**src/rtl/mem_cfg_master.sv**
```systemverilog
// Single-outstanding initiator for the switch register-memory interface.
// Accepts one host command at a time, runs one mem_* request, returns data or a timeout error.
module mem_cfg_master #(
  parameter int WORD_WIDTH = 8,
  parameter int TIMEOUT    = 16
) (
  input  logic                  clk,
  input  logic                  rst_n,
  input  logic                  cmd_valid,
  output logic                  cmd_ready,
  input  logic                  cmd_wr,
  input  logic [WORD_WIDTH-1:0] cmd_addr,
  input  logic [WORD_WIDTH-1:0] cmd_wdata,
  output logic                  rsp_valid,
  output logic [WORD_WIDTH-1:0] rsp_rdata,
  output logic                  rsp_err,
  output logic [7:0]            err_cnt,
  output logic                  mem_sel_en,
  output logic                  mem_wr_rd_s,
  output logic [WORD_WIDTH-1:0] mem_addr,
  output logic [WORD_WIDTH-1:0] mem_wr_data,
  input  logic [WORD_WIDTH-1:0] mem_rd_data,
  input  logic                  mem_ack
);

  localparam int CW             = (TIMEOUT > 0) ? $clog2(TIMEOUT + 1) : 1;
  localparam int TLIM_I         = (TIMEOUT > 0) ? (TIMEOUT - 1) : 0;
  localparam logic [CW-1:0] TLIM = CW'(TLIM_I);
  localparam logic TO_EN        = (TIMEOUT != 0);

  typedef enum logic [1:0] {
    IDLE = 2'd0,
    REQ  = 2'd1,
    RESP = 2'd2
  } state_t;

  state_t                r_state, w_state_nxt;
  logic [CW-1:0]         r_cnt, w_cnt_nxt;
  logic                  r_cmd_ready, w_cmd_ready_nxt;
  logic                  r_rsp_valid, w_rsp_valid_nxt;
  logic [WORD_WIDTH-1:0] r_rsp_rdata, w_rsp_rdata_nxt;
  logic                  r_rsp_err, w_rsp_err_nxt;
  logic [7:0]            r_err_cnt, w_err_cnt_nxt;
  logic                  r_sel_en, w_sel_en_nxt;
  logic                  r_wr, w_wr_nxt;
  logic [WORD_WIDTH-1:0] r_addr, w_addr_nxt;
  logic [WORD_WIDTH-1:0] r_wdata, w_wdata_nxt;

  // Next-state and next-output decode; every output is the registered copy of these.
  always_comb begin
    w_state_nxt     = r_state;
    w_cnt_nxt       = r_cnt;
    w_cmd_ready_nxt = r_cmd_ready;
    w_rsp_valid_nxt = 1'b0;
    w_rsp_rdata_nxt = r_rsp_rdata;
    w_rsp_err_nxt   = r_rsp_err;
    w_err_cnt_nxt   = r_err_cnt;
    w_sel_en_nxt    = r_sel_en;
    w_wr_nxt        = r_wr;
    w_addr_nxt      = r_addr;
    w_wdata_nxt     = r_wdata;
    case (r_state)
      IDLE: begin
        if (cmd_valid && r_cmd_ready) begin
          w_state_nxt     = REQ;
          w_cnt_nxt       = '0;
          w_cmd_ready_nxt = 1'b0;
          w_sel_en_nxt    = 1'b1;
          w_wr_nxt        = cmd_wr;
          w_addr_nxt      = cmd_addr;
          w_wdata_nxt     = cmd_wdata;
        end else begin
          w_cmd_ready_nxt = 1'b1;
          w_sel_en_nxt    = 1'b0;
        end
      end
      REQ: begin
        // Ack takes priority over a timeout landing on the same edge.
        if (mem_ack) begin
          w_state_nxt     = RESP;
          w_sel_en_nxt    = 1'b0;
          w_rsp_valid_nxt = 1'b1;
          w_rsp_err_nxt   = 1'b0;
          w_rsp_rdata_nxt = r_wr ? {WORD_WIDTH{1'b0}} : mem_rd_data;
        end else if (TO_EN && (r_cnt == TLIM)) begin
          w_state_nxt     = RESP;
          w_sel_en_nxt    = 1'b0;
          w_rsp_valid_nxt = 1'b1;
          w_rsp_err_nxt   = 1'b1;
          w_rsp_rdata_nxt = {WORD_WIDTH{1'b0}};
          if (r_err_cnt != 8'hFF) begin
            w_err_cnt_nxt = r_err_cnt + 8'd1;
          end else begin
            w_err_cnt_nxt = r_err_cnt;
          end
        end else begin
          w_cnt_nxt = r_cnt + CW'(1);
        end
      end
      RESP: begin
        w_state_nxt     = IDLE;
        w_cmd_ready_nxt = 1'b1;
        w_sel_en_nxt    = 1'b0;
      end
      default: begin
        w_state_nxt     = IDLE;
        w_cmd_ready_nxt = 1'b1;
        w_sel_en_nxt    = 1'b0;
      end
    endcase
  end

  // State and output registers with synchronous active-low reset.
  always_ff @(posedge clk) begin
    if (!rst_n) begin
      r_state     <= IDLE;
      r_cnt       <= '0;
      r_cmd_ready <= 1'b1;
      r_rsp_valid <= 1'b0;
      r_rsp_rdata <= {WORD_WIDTH{1'b0}};
      r_rsp_err   <= 1'b0;
      r_err_cnt   <= 8'd0;
      r_sel_en    <= 1'b0;
      r_wr        <= 1'b0;
      r_addr      <= {WORD_WIDTH{1'b0}};
      r_wdata     <= {WORD_WIDTH{1'b0}};
    end else begin
      r_state     <= w_state_nxt;
      r_cnt       <= w_cnt_nxt;
      r_cmd_ready <= w_cmd_ready_nxt;
      r_rsp_valid <= w_rsp_valid_nxt;
      r_rsp_rdata <= w_rsp_rdata_nxt;
      r_rsp_err   <= w_rsp_err_nxt;
      r_err_cnt   <= w_err_cnt_nxt;
      r_sel_en    <= w_sel_en_nxt;
      r_wr        <= w_wr_nxt;
      r_addr      <= w_addr_nxt;
      r_wdata     <= w_wdata_nxt;
    end
  end

  assign cmd_ready   = r_cmd_ready;
  assign rsp_valid   = r_rsp_valid;
  assign rsp_rdata   = r_rsp_rdata;
  assign rsp_err     = r_rsp_err;
  assign err_cnt     = r_err_cnt;
  assign mem_sel_en  = r_sel_en;
  assign mem_wr_rd_s = r_wr;
  assign mem_addr    = r_addr;
  assign mem_wr_data = r_wdata;

endmodule

```
**config.mk**
```make
export PLATFORM = sky130hd
export DESIGN_NAME = mem_cfg_master
export DESIGN_NICKNAME = d
export VERILOG_FILES = /design/src/rtl/mem_cfg_master.sv
export SDC_FILE = /design/constraint.sdc
export NUM_CORES = 1
export LEC_CHECK = 0
export ABC_AREA = 1
export CORE_MARGIN = 4
export CORE_UTILIZATION = 40
export CTS_CLUSTER_DIAMETER = 100
export DETAILED_ROUTE_END_ITERATION = 10
export PLACE_DENSITY_LB_ADDON = 0.15
export SLEW_MARGIN = 30
export SYNTH_ARGS = -nofsm -noshare
export SYNTH_HDL_FRONTEND = slang
export SYNTH_SLANG_ARGS = --single-unit
export TNS_END_PERCENT = 1
```
**constraint.sdc**
```tcl
create_clock -name clk -period 2.2 [get_ports clk]
set_clock_uncertainty 0.2 [all_clocks]
set_input_delay 0.44 -clock clk [delete_from_list [all_inputs] [get_ports clk]]
set_output_delay 0.44 -clock clk [all_outputs]
set_load 0.005 [all_outputs]
```
==> results.cfg <==
[cells_and_area]
final_cells = 359
area_delta_synth_final_pct = 40.52
n_antenna_cell = 0
drive_gt1_share_pct = 12.05
num-nets-final = 338

[power]
ir_drop_mv = 0.3373
powerDensity_nw_per_um2 = 636.1
leakagePower_nw = 0.9915
p_total_mw = 1.681

[hold_path]
min-delay-start = rsp_rdata[4]
hp-class = register to register

[floorplan]
core_um2 = 4444
ioPinCount = 66
start_util_pct = 42.31
die_h_um = 76.57
rows = 24
die_x_um = 76.57
dieArea_um2 = 5862

[worst_setup_path]
startpoint = err_cnt[2]
cp_max_fo = 7
crit_type = register to primary output
cp-start-kind = register
crit_chain = clkdlybuf4s50_1
arrival_ps = 1330
reg2reg_from = r_cnt[0]
required_ps = 1560
cp-end-kind = primary output
path_delay_family = buffers and inverters
slowest_stage = clkdlybuf4s50_1
crit_buf_inv = 1
critPathMaxStageDelay_ps = 560

[placed_design]
port_buffers = 65
placedCellCount = 351
place_hpwl_um = 3038
routabilityCongestion = 0.7410

[timing]
period_share_pct = 89.46
fmax_ghz = 0.5081
worstMarginPinSlew_ps = 495.7
fin_setup_tns_ps = 0
hold_ws_ps = 270.2
hold_viol = 0
period_needed_ps = 1968
slew_headroom_pct = 66.92
grt_setup_unrepaired = false
slew_viol_final = 0
finalSetupViolCount = 0

[status]
status = finished, final reports clean

[cts]
clkSinkCount = 44
cts_tree = done
cts_buffers = 5
htreeDepth = 2
cts_resized = 0
clk_transition_reported_paths_ps = 90
cts_buffer_depth = 2
hold_buffers = 0
clock_latency_ps = 300
post-cts-setup-buffer-count = 0
root_buffer = clkbuf_8

[logic_synthesis]
syn_inst = 240
netlist.area_leader.share_pct = 46.84
syn_area_per_cell_um2 = 7.836
yosys.area.top_type = dfxtp_1
synth_warnings = 0
synth_area_leaders = dfxtp_1 (47%), nor2_1 (11%), nand2_1 (7.0%)
ys_seq_elements = 44
synth.distinct_cells = 28
syn-num-nets = 272
syn-cell-area_um2 = 1881
seq_area_frac_synth_pct = 46.84

[detailed_routing]
routedWlPerCell_um = 11.87
num_vias = 1733
vias_per_cell = 4.827
dr.pass1.iters = 4
ant_nets = 0
drt_iter0_drc = 98
wl_um = 4263
drc = 0

[global_routing]
antenna_found_initial = 0
grt_use_total_pct = 15.76
overflow = 0
grt_first_pass_wirelength_um = 7548
grt_pass1_vias = 1626
grt_max_degree = 30

[job]
cap_violations = 0
[cell families (layout without fill, tap and decap cells)]
| group | Yosys count | in the layout | synth area share (%) |
|---|---|---|---|
| compound gates | 46 | 46 | 13.57 |
| xor+xnor | 1 | 1 | 0.4658 |
| fa+ha+maj | 3 | 3 | 1.996 |
| buf+inv | 28 | 95 | 7.584 |
| flops | 44 | 44 | 46.84 |
| simple gates | 118 | 118 | 29.54 |
[registers in the layout, indices dropped and copies added (netlist names)]
signal and cells:
r_state 2, err_cnt 8, mem_addr 8, rsp_rdata 8, mem_sel_en 1, mem_wr_rd_s 1
rsp_err 1, cmd_ready 1, rsp_valid 1, r_cnt 5, mem_wr_data 8
[final timing paths]
path | endpoint | slack [ps] | cells after the start
setup / recovery | err_cnt[2] | 230 | 1
setup reg to reg | err_cnt[7] | 350 | 11
hold / removal | rsp_rdata[4] | 270 | 2
hold reg to reg | rsp_rdata[4] | 270 | 2
[synthesized netlist by cell type]
cell type,count
nor2_1,54
dfxtp_1,44
nand2_1,35
a21oi_1,18
inv_1,15
o21ai_0,13
nand3_1,9
o21ai_1,8
nand2_2,6
buf_6,4
nor2_4,4
o21ai_2,4
ha_1,3
inv_2,3
a21oi_2,2
clkbuf_1,2
inv_4,2
nand3_2,2
nor2_2,2
nor3_1,2
buf_2,1
clkbuf_2,1
nand2_4,1
nand3_4,1
nand4_1,1
nor3_4,1
o21a_1,1
xor2_1,1
[layer usage]
layer | wire, um | up-vias | part of all wire, % | track usage, %
met1 | 2106 | 767 | 49 | 20.68
li1 | - | 897 | - | -
met5 | 0 | - | 0 | 0
met2 | 1757 | 62 | 41 | 24.08
met4 | 64 | 0 | 1.5 | 5.435
met3 | 334 | 7 | 7.8 | 5.319
[power breakdown]
group	total (mW)	internal [mW]	switching [mW]
logic	0.286	0.157	0.129
clock network	0.529	0.255	0.274
registers	0.866	0.841	0.0257
total	1.68	1.25	0.428
[placed cells by master, fill, tap and decap left out, drive strengths merged]
master         instances
nor3                   3
o21ai                 25
xor2                   1
buf                    2
inv                   20
nand2                 42
dfxtp                 44
a21oi                 20
nor2                  60
clkinvlp               1
clkdlybuf4s50         65
nand3                 12
nand4                  1
clkbuf                 7
o21a                   1
ha                     3
[per-stage QoR]
stage          setup slack (ps)  util, %  cell area, um^2
5_1_grt                   123.9    59.46             2643
6_report                  231.9    59.46             2643
2_1_floorplan             485.9        -             1881
3_3_place_gp              344.2    57.35             2549
4_1_cts                   218.3    59.46             2643
3_5_place_dp              306.7    57.35             2549
[area by class of cell]
cell class | count | area [um^2]
well taps | 52 | 65.06
flip-flops and latches | 44 | 880.8
inverters | 20 | 80.08
fillers | 438 | 1802
multi-input cells | 168 | 857.1
clock inverters | 1 | 7.507
clock buffers | 7 | 86.33
repair buffers | 67 | 665.6
Power figures use the tool's default switching activity.
